--- config.mk ---
export PLATFORM = sky130hd
export DESIGN_NAME = lagarto_store_buffer
export DESIGN_NICKNAME = d
export VERILOG_FILES = /design/src/rtl/drac_pkg.sv /design/src/rtl/lagarto_sb_fifo.sv /design/src/rtl/lagarto_store_buffer.sv
export SDC_FILE = /design/constraint.sdc
export NUM_CORES = 1
export LEC_CHECK = 0
export ABC_AREA = 1
export ABC_CLOCK_PERIOD_IN_PS = 19200
export CAP_MARGIN = 20
export CORE_MARGIN = 1.5
export CORE_UTILIZATION = 50
export CTS_CLUSTER_DIAMETER = 80
export CTS_CLUSTER_SIZE = 20
export DETAILED_ROUTE_END_ITERATION = 8
export GPL_TIMING_DRIVEN = 0
export PLACE_DENSITY = 0.74
export SYNTH_ARGS = -nofsm -noshare
export SYNTH_HDL_FRONTEND = slang
export SYNTH_SLANG_ARGS = --single-unit
--- constraint.sdc ---
create_clock -name clk_i -period 19.2 [get_ports clk_i]
set_clock_uncertainty 0.1 [all_clocks]
set_input_delay 1.92 -clock clk_i [delete_from_list [all_inputs] [get_ports clk_i]]
set_output_delay 1.92 -clock clk_i [all_outputs]
set_load 0.01 [all_outputs]
--- src/rtl/drac_pkg.sv ---
`default_nettype none
`timescale 1ns/1ps
// ============================================================================
// Module      : drac_pkg
// Description : Shared core types and constants. This package holds the
//               dcache address split and the store-buffer entry and drain
//               state types.
// Revision    : 1.0 - store buffer types added
// ============================================================================
package drac_pkg;

   // Dcache physical-address split: index = paddr[11:0], tag = paddr[39:12]
   localparam int DCACHE_INDEX_WIDTH = 12;
   localparam int DCACHE_TAG_WIDTH   = 28;

   // One buffered store. The data is already lane-aligned.
   typedef struct packed {
      logic [63:0] paddr;
      logic [63:0] wdata;
      logic [7:0]  be;
      logic [1:0]  size;
   } sb_entry_t;

   // Store-buffer drain sequencer states
   typedef enum logic [1:0] {
      SB_IDLE  = 2'd0,
      SB_INDEX = 2'd1,
      SB_TAG   = 2'd2
   } sb_state_t;

endpackage : drac_pkg
`default_nettype wire

--- src/rtl/lagarto_sb_fifo.sv ---
`default_nettype none
`timescale 1ns/1ps
// ============================================================================
// Module      : lagarto_sb_fifo
// Description : Circular entry storage for the store buffer.
//               The module provides write and read pointers, an occupancy
//               count and a valid bit for each entry.
// Ports       : clk_i, rstn_i         - clock and async active-low reset
//               push_i, push_entry_i  - write an entry at the write pointer
//               pop_i                 - retire the entry at the read pointer
//               head_o                - entry at the read pointer
//               count_o               - number of valid entries
//               valid_o               - valid bit for each slot
//               dw_addr_o             - paddr[63:3] of each slot
// Revision    : 1.0 - initial
// ============================================================================
module lagarto_sb_fifo
   import drac_pkg::*;
#(
   parameter int DEPTH = 4
) (
   input  logic                         clk_i,
   input  logic                         rstn_i,
   input  logic                         push_i,
   input  sb_entry_t                    push_entry_i,
   input  logic                         pop_i,
   output sb_entry_t                    head_o,
   output logic [$clog2(DEPTH+1)-1:0]   count_o,
   output logic [DEPTH-1:0]             valid_o,
   output logic [60:0]                  dw_addr_o [DEPTH]
);

   localparam int PTR_W = $clog2(DEPTH);
   localparam int CNT_W = $clog2(DEPTH+1);

   sb_entry_t          mem_q [DEPTH];
   logic [PTR_W-1:0]   wr_ptr_q, rd_ptr_q;
   logic [CNT_W-1:0]   count_q;
   logic [DEPTH-1:0]   valid_q;

   // DEPTH is a power of two, so the pointers wrap naturally
   always_ff @(posedge clk_i or negedge rstn_i) begin
      if (!rstn_i) begin
         wr_ptr_q <= '0;
         rd_ptr_q <= '0;
         count_q  <= '0;
         valid_q  <= '0;
      end else begin
         if (push_i) wr_ptr_q <= wr_ptr_q + PTR_W'(1);
         if (pop_i)  rd_ptr_q <= rd_ptr_q + PTR_W'(1);
         case ({push_i, pop_i})
            2'b10:   count_q <= count_q + CNT_W'(1);
            2'b01:   count_q <= count_q - CNT_W'(1);
            default: count_q <= count_q;
         endcase
         // Push and pop never target the same slot: the top blocks pushes
         // when full, and a pop needs at least one entry.
         if (pop_i)  valid_q[rd_ptr_q] <= 1'b0;
         if (push_i) valid_q[wr_ptr_q] <= 1'b1;
      end
   end

   // Payload storage needs no reset; the valid bits qualify each slot
   always_ff @(posedge clk_i) begin
      if (push_i) mem_q[wr_ptr_q] <= push_entry_i;
   end

   always_comb begin
      for (int i = 0; i < DEPTH; i++) begin
         dw_addr_o[i] = mem_q[i].paddr[63:3];
      end
   end

   assign head_o  = mem_q[rd_ptr_q];
   assign count_o = count_q;
   assign valid_o = valid_q;

endmodule : lagarto_sb_fifo
`default_nettype wire

--- src/rtl/lagarto_store_buffer.sv ---
`default_nettype none
`timescale 1ns/1ps
// ============================================================================
// Module      : lagarto_store_buffer
// Description : Buffers committed stores and drains them in order into the
//               dcache store port. Each drain uses a two-phase handshake:
//               an index phase that holds until granted, then one tag cycle.
//               The module also flags pending loads that overlap a buffered
//               store at doubleword granularity.
// Ports       : clk_i / rstn_i             - clock, async active-low reset
//               st_*_i / st_ready_o        - store input handshake
//               st_mem_req_*               - dcache store-port request
//               ld_chk_paddr_i / ld_chk_hit_o - load overlap check
//               sb_empty_o / sb_count_o    - occupancy status
// Revision    : 1.0 - initial
// ============================================================================
module lagarto_store_buffer
   import drac_pkg::*;
#(
   parameter int DEPTH = 4
) (
   input  logic                           clk_i,
   input  logic                           rstn_i,
   input  logic                           st_valid_i,
   output logic                           st_ready_o,
   input  logic [63:0]                    st_paddr_i,
   input  logic [63:0]                    st_wdata_i,
   input  logic [7:0]                     st_be_i,
   input  logic [1:0]                     st_size_i,
   output logic                           st_mem_req_valid_o,
   input  logic                           st_mem_req_gnt_i,
   output logic [DCACHE_INDEX_WIDTH-1:0]  st_mem_req_addr_index_o,
   output logic [DCACHE_TAG_WIDTH-1:0]    st_mem_req_addr_tag_o,
   output logic                           st_mem_req_tag_valid_o,
   output logic [63:0]                    st_mem_req_wdata_o,
   output logic [7:0]                     st_mem_req_be_o,
   output logic [1:0]                     st_mem_req_size_o,
   output logic                           st_mem_req_we_o,
   output logic                           st_mem_req_kill_o,
   input  logic [63:0]                    ld_chk_paddr_i,
   output logic                           ld_chk_hit_o,
   output logic                           sb_empty_o,
   output logic [$clog2(DEPTH+1)-1:0]     sb_count_o
);

   localparam int CNT_W  = $clog2(DEPTH+1);
   localparam int ADDR_W = DCACHE_INDEX_WIDTH + DCACHE_TAG_WIDTH;

   sb_state_t          state_q, state_d;
   sb_entry_t          push_entry, head;
   logic               push, pop;
   logic [CNT_W-1:0]   count;
   logic [CNT_W-1:0]   count_after_pop;
   logic [DEPTH-1:0]   entry_valid;
   logic [60:0]        entry_dw [DEPTH];

   // Readiness comes only from the registered count. A full buffer does not
   // accept a store even in the cycle it pops.
   assign st_ready_o = (count != CNT_W'(DEPTH));
   assign push       = st_valid_i & st_ready_o;
   assign pop        = (state_q == SB_TAG);

   assign push_entry = '{paddr: st_paddr_i, wdata: st_wdata_i,
                         be: st_be_i, size: st_size_i};

   lagarto_sb_fifo #(
      .DEPTH (DEPTH)
   ) u_fifo (
      .clk_i        (clk_i),
      .rstn_i       (rstn_i),
      .push_i       (push),
      .push_entry_i (push_entry),
      .pop_i        (pop),
      .head_o       (head),
      .count_o      (count),
      .valid_o      (entry_valid),
      .dw_addr_o    (entry_dw)
   );

   // Occupancy after the pop in this TAG cycle. A push in the same cycle
   // is counted, so the drain can continue without a bubble.
   assign count_after_pop = count - CNT_W'(1) + CNT_W'(push);

   // ---------------- drain FSM: state register ----------------
   always_ff @(posedge clk_i or negedge rstn_i) begin
      if (!rstn_i) state_q <= SB_IDLE;
      else         state_q <= state_d;
   end

   // ---------------- drain FSM: next state ----------------
   // Leaving IDLE on an incoming push gives a one-cycle push-to-valid latency
   always_comb begin
      state_d = state_q;
      case (state_q)
         SB_IDLE:  if (count != '0 || push) state_d = SB_INDEX;
         SB_INDEX: if (st_mem_req_gnt_i)    state_d = SB_TAG;
         SB_TAG:   state_d = (count_after_pop != '0) ? SB_INDEX : SB_IDLE;
         default:  state_d = SB_IDLE;
      endcase
   end

   // ---------------- drain FSM: outputs ----------------
   always_comb begin
      st_mem_req_valid_o     = 1'b0;
      st_mem_req_tag_valid_o = 1'b0;
      case (state_q)
         SB_INDEX: st_mem_req_valid_o     = 1'b1;
         SB_TAG:   st_mem_req_tag_valid_o = 1'b1;
         default:  ;
      endcase
   end

   // The head fields stay stable from INDEX through TAG because the read
   // pointer moves only at the end of TAG.
   assign st_mem_req_addr_index_o = head.paddr[DCACHE_INDEX_WIDTH-1:0];
   assign st_mem_req_addr_tag_o   = head.paddr[ADDR_W-1:DCACHE_INDEX_WIDTH];
   assign st_mem_req_wdata_o      = head.wdata;
   assign st_mem_req_be_o         = head.be;
   assign st_mem_req_size_o       = head.size;
   assign st_mem_req_we_o         = st_mem_req_valid_o | st_mem_req_tag_valid_o;
   assign st_mem_req_kill_o       = 1'b0;

   // The load check compares at doubleword granularity against every valid
   // entry, including the head while it drains.
   always_comb begin
      ld_chk_hit_o = 1'b0;
      for (int i = 0; i < DEPTH; i++) begin
         if (entry_valid[i] && (entry_dw[i] == ld_chk_paddr_i[63:3]))
            ld_chk_hit_o = 1'b1;
      end
   end

   assign sb_empty_o = (count == '0) && (state_q == SB_IDLE);
   assign sb_count_o = count;

   // These bits are not used: the load check ignores the byte offset, and
   // the cache port does not carry paddr bits above the tag.
   logic unused_bits;
   assign unused_bits = ^{ld_chk_paddr_i[2:0], head.paddr[63:ADDR_W]};

endmodule : lagarto_store_buffer
`default_nettype wire

**After elaboration in Yosys (flattened, before gate mapping)**

Memories as Yosys holds them, arrays and structs flattened.
Cells that the tools add are included.

- Reduce and logical (&&, ||, !) cells: 14
- $lt $le $gt $ge: 4
- Muxes and demuxes: 19
- Equal/unequal tests: 11
- Add/subtract/negate cells: 5
- Bitwise logic cells: 5

Operator list:

| cell | count |
|---|---|
| == test 61 bit | 4 |
| two-way mux 1 bit | 11 |
| two-way mux 4 bit | 2 |
| logical AND 1 bit | 7 |
| < comparator 2 x 3 -> 1 bit, second input constant | 2 |
| one-hot mux 2 bit (3 select lines) | 1 |
| one-hot mux 3 bit (2 select lines) | 1 |
| nonzero test 3 bit | 2 |
| adder 2 x 1 -> 2 bit, second input constant | 2 |
| bitwise AND 4 bit | 1 |
| demux 1 bit (select 2 bit) | 2 |
| == test 2 x 1 -> 1 bit, second input constant | 2 |
| == test 2 bit, second input constant | 2 |
| >= comparator 2 x 1 -> 1 bit, second input constant | 2 |
| two-way mux 2 bit | 2 |
| inequality test 2 bit, second input constant | 2 |
| inverter 4 bit | 1 |
| OR 4 bit | 1 |
| adder 3 x 1 -> 3 bit | 1 |
| adder 3 x 1 -> 3 bit, second input constant | 1 |
| logical NOT 3 bit | 1 |
| inequality test 3 bit, second input constant | 1 |
| subtractor 3 x 1 -> 3 bit, second input constant | 1 |
| logical NOT 2 bit | 1 |
| 5 further kinds | 5 |

- Output and inout port bits: 124
- Bits in registers: 13
- Bits in writable memories: 552
- Memories: 1
- Word-level logic and storage cells: 64
- Bits of input ports: 206

Memories:

| name | depth | width | read ports | clocked after memory_dff | write ports | line | RTL |
|---|---|---|---|---|---|---|---|
| u_fifo.mem_q | 4 | 138 | 5 | 0 | 1 | lagarto_sb_fifo.sv:36 | `sb_entry_t mem_q [DEPTH];` |

**Longest topological paths before layout**

- Word-level depth: 9
- Mapped depth: 13
- Depth with buffers taken out: 13

**Hierarchy**

From an unflattened synthesis, not the netlist that was laid out.

- Cells, all modules: 3187
- Area total of the unflattened synthesis: 28775.1 µm²

By module, submodules not included:

| module | cells each | area an instance (µm²) | times used | sequential area each (µm²) |
|---|---|---|---|---|
| lagarto_sb_fifo | 2059 | 24238.2 | 1 | 16851.2 |
| lagarto_store_buffer | 1128 | 4536.9 | 1 | 50.0 |

**Worst setup path after synthesis**

OpenSTA, ideal clock, no wires.

- Path type: in2reg
- Start: input st_valid_i
- End: memory u_fifo.mem_q[0][0] (netlist name) (enable)
- Required time: 18463 ps
- Arrival time: 7879 ps
- Path buffers: 1
- Stages: 3
- Library setup time: 637 ps
- Slack: 10585 ps
- Cells stage by stage: nand2_1 -> buf_2 -> nor2_1

- Word-level cells in the longest chain between the ends: 3

Ends and longest elaborated chain:

| item | line | RTL |
|---|---|---|
| from (decl) | lagarto_store_buffer.sv:24 | `input logic st_valid_i,` |
| bitwise AND 1 bit | lagarto_store_buffer.sv:60 | `assign push = st_valid_i & st_ready_o;` |
| two-way mux 1 bit | lagarto_sb_fifo.sv:65 | `if (push_i) mem_q[wr_ptr_q] <= push_entry_i;` |
| two-way mux 1 bit (not written as such) | lagarto_sb_fifo.sv:65 |  |
| to (decl) | lagarto_sb_fifo.sv:36 |  |

Every way passes these cells.

**Worst setup path in the final report**

- Start: input ld_chk_paddr_i[7]
- End: output ld_chk_hit_o

- Word-level cells in the longest chain between the ends: 6
- Elaborated cells between the ends (all ways): 12
- Those cells by class: eq/ne (4); mux (4); reduce/logical (4)

Ends and longest elaborated chain:

| item | line | RTL |
|---|---|---|
| from (decl) | lagarto_store_buffer.sv:40 | `input logic [63:0] ld_chk_paddr_i,` |
| == test 61 bit | lagarto_store_buffer.sv:128 | `if (entry_valid[i] && (entry_dw[i] == ld_chk_paddr_i[63:3]))` |
| logical AND 1 bit | lagarto_store_buffer.sv:128 |  |
| two-way mux 1 bit (3 in a row) | lagarto_store_buffer.sv:128 |  |
| two-way mux 1 bit (*) | lagarto_store_buffer.sv:128 |  |
| to (decl) | lagarto_store_buffer.sv:41 | `output logic ld_chk_hit_o,` |

Mark *: on every way between the ends. The rest lies on a longest branch, timed or not.

==> summary.md <==
| Metric | Value |
|---|---|
| Status | `complete, no violations` |
| Vias | `19278` |
| Largest net degree at the start of global routing | `29` |
| CP arrival | `4.56 ns` |
| Sink Count | `565` |
| Highest clock rate | `0.152 GHz` |
| Die outline height | `225 um` |
| Endpoints failing setup | `0` |
| Final net count | `2992` |
| Core Area | `48800 um^2` |
| Leak | `0.0117 uW` |
| Synth Area in Compound Gates | `10.4%` |
| Synthesized flop and latch total | `565` |
| # rows | `81` |
| Layout cells sized above 1 | `4.88%` |
| CP max stage delay | `0.70 ns` |
| Drt wl/cell | `23.8 um` |
| Worst hold path type | `reg2reg` |
| # IOs | `330` |
| CP Capture Type | `output port` |
| Async S/R FF share, synth | `2.30%` |
| 1st-iter DRT viols | `2090` |
| CP max stage cell | `clkdlybuf4s50_1` |
| Crit path max-delay family | `buffers and inverters` |
| Worst Tran Pin Value | `1.01 ns` |
| TritonCTS clock tree | `built` |
| Synth Area in Adders | `0.910%` |
| Most used cell along the critical path | `nand2_1` |
| Setup TNS Final | `0 ns` |
| Setup Fix Bufs, Post-CTS | `0` |
| Final GP Congestion | `1.00` |
| CP required | `17.18 ns` |
| MaxCap Viol Count | `0` |
| Overflow after GRT | `0` |
| Worst slew margin | `32.4%` |
| Yosys cell types | `26` |
| Final Cycle Share | `34.3%` |
| Vias in the first global route | `18522` |
| Fin area | `30500 um^2` |
| Post-synth EDFFs | `552` |
| IO buf count | `325` |
| Total die area | `50800 um^2` |
| Buf/Inv on CP | `4` |
| Max clock buf depth | `3` |
| 1st-pass router iterations | `6` |
| Vias/cell | `5.58` |
| Fill count | `3908` |
| Synth Net Count | `2606` |
| DRC Markers | `0` |
| Most common cell after layout, fill and taps aside | `nand2_1` |
| Hold buffers post-CTS | `0` |
| Main synth FF type | `edfxtp_1` |
| Syn Area/Cell | `10.4 um^2` |
| Clock latency on the worst-skew pair | `0.59 ns` |
| Initial antenna violation count | `8` |
| Crit Path Class | `in2out` |
| Synth warnings | `0` |
| Gate Count Post-Synth | `2382` |
| Cell Pwr Density | `141 nW/um^2` |
| Post-synthesis simple-gate area fraction | `14.8%` |
| Mapped cell area | `24700 um^2` |
| # resized after CTS | `0` |
| Drt total wl | `82400 um` |
| Max VDD drop | `0.0914 mV` |
| TritonCTS Buffers | `36` |
| Largest family of logic cells by synthesized area | `simple AND/OR/NAND/NOR gates` |
| Count of final hold-check violations | `0` |
| Register area share after synthesis | `68.3%` |
| DPL Wire Length | `61100 um` |
| Worst-path maximum fanout | `7` |
| First-pass GRT wire length | `118000 um` |
| Most frequent cells in the layout | `nand2_1, edfxtp_1, nor2_1` |
| Overall Global Routing Usage | `32.3%` |
| Starting density of the core | `50.6%` |
| Setup crit start kind | `primary input` |
| Final min period | `6.58 ns` |
| RSZ-0062 raised after global routing | `false` |
| Antenna-violating nets left | `0` |
| CP Cell Sequence | `clkdlybuf4s50_1 > inv_2 > nand2_1 > nand2_1 > nor2_1 > nand2_1 > nor2_1 > nand2_1 > nor2_1 > nand2_1 > nand2_1 > inv_1 > nand2_1 > clkdlybuf4s50_1` |
| Horiz. Die Dim | `225 um` |
| Post-synthesis xor/xnor area fraction | `0.389%` |
| H-tree depth | `2` |
| Clock Tree Root | `clkbuf_16` |
| Placed Instance Area | `29300 um^2` |
| Area delta synth->final | `23.2%` |
| Mux share of post-synthesis cell area | `0.0860%` |
| Clk pin slew, worst setup/hold paths | `0.08 ns` |
| Final Max Slew Viols | `0` |
==> metal layers <==
| metal | routed length (um) | up-vias | track usage [%] | part of all wire [%] |
|---|---|---|---|---|
| li1 | - | 8797 | - | - |
| met1 | 31100 | 9298 | 41.1 | 38 |
| met2 | 39800 | 1022 | 54.1 | 48 |
| met3 | 8240 | 151 | 7.24 | 10 |
| met4 | 3160 | 10 | 12.1 | 3.8 |
| met5 | 74 | - | 0 | 0.090 |
==> state kept, by name, indices dropped and copies added (netlist names) <==
signal           count
u_fifo.wr_ptr_q      2
u_fifo.count_o       3
u_fifo.rd_ptr_q      2
state_q              2
u_fifo.valid_o       4
u_fifo.mem_q       552
==> cells by family (layout without fill, tap and decap cells) <==
| family | count (synthesis) | count (layout) |
|---|---|---|
| xor+xnor | 11 | 11 |
| compound gates | 488 | 488 |
| other cells | 1 | 4 |
| buf+inv | 326 | 731 |
| mux | 2 | 2 |
| simple gates | 971 | 971 |
| flops | 565 | 565 |
| fa+ha+maj | 18 | 18 |
==> cell type report <==
class | instances | area, um^2 | share of cell area (%)
multi-input combinational | 1491 | 6590 | 21.6
antenna | 3 | 7.51 | 0.0246
clock inverter | 10 | 171 | 0.563
inverter | 249 | 935 | 3.07
timing repair buffer | 348 | 3740 | 12.3
sequential | 565 | 16900 | 55.5
tap | 664 | 831 | 2.73
buffer | 77 | 340 | 1.12
clock buffer | 47 | 952 | 3.12
==> cells in the mapped netlist (2+ instances only) <==
| cell | n | area share, % |
|---|---|---|
| nand2_1 | 622 | 9.4 |
| edfxtp_1 | 552 | 67 |
| nor2_1 | 346 | 5.3 |
| o21ai_0 | 314 | 6.4 |
| inv_1 | 221 | 3.4 |
| o22ai_1 | 87 | 2.2 |
| a21oi_1 | 68 | 1.4 |
| clkbuf_1 | 44 | 0.67 |
| inv_2 | 28 | 0.42 |
| buf_2 | 25 | 0.51 |
| ha_1 | 18 | 0.91 |
| o21ai_1 | 14 | 0.28 |
| dfrtp_1 | 13 | 1.3 |
| xor2_1 | 7 | 0.25 |
| buf_4 | 5 | 0.15 |
| o211ai_1 | 4 | 0.12 |
| xnor2_1 | 4 | 0.14 |
| buf_1 | 2 | 0.030 |
==> worst reg2reg max path, stage by stage, from the launching register on <==
cell     delay, ns
dfrtp_1       0.42
inv_1         0.10
ha_1          0.23
nand2_1       0.08
nand2_1       0.07
buf_2         0.22
nor2_4        0.68
buf_12        0.29
buf_12        0.24
buf_12        0.24
==> where the power goes <==
| part | internal [uW] | leakage [uW] | switching [uW] |
|---|---|---|---|
| clock | 397 | 0.000540 | 416 |
| combinational | 666 | 0.00593 | 1090 |
| sequential | 1620 | 0.00521 | 97.7 |
| total | 2690 | 0.0117 | 1610 |
==> path summary, 6_finish.rpt <==
kind	from	end	slack, ns	depth (start not counted)
worst min-delay path	u_fifo.count_o[0]	u_fifo.count_o[0]	0.44	1
worst max register to register	u_fifo.count_o[0]	u_fifo.mem_q[3][56]	16.23	9
min in group asynchronous	rstn_i	u_fifo.wr_ptr_q[1]	1.61	1
worst min register to register	u_fifo.count_o[0]	u_fifo.count_o[0]	0.44	1
max in group asynchronous	rstn_i	u_fifo.valid_o[0]	16.98	1
worst max-delay path	ld_chk_paddr_i[7]	ld_chk_hit_o	12.62	14
==> through the flow <==
| stage | hold slack [ns] | utilization, % | setup slack, ns | total power (uW) | cells |
|---|---|---|---|---|---|
| floorplan | 0.353 | - | 10.58 | 2570 | 2382 |
| global placement | 0.411 | 59.0 | 4.85 | 3500 | 3371 |
| detailed placement | 0.428 | 60.1 | 12.69 | 3490 | 3394 |
| CTS | 0.436 | 62.4 | 12.68 | 4290 | 3451 |
| global route | 0.474 | 62.4 | 12.57 | 4470 | 3453 |
| finish | 0.439 | 62.4 | 12.62 | 4290 | 3454 |
Power figures use the tool's default switching activity.
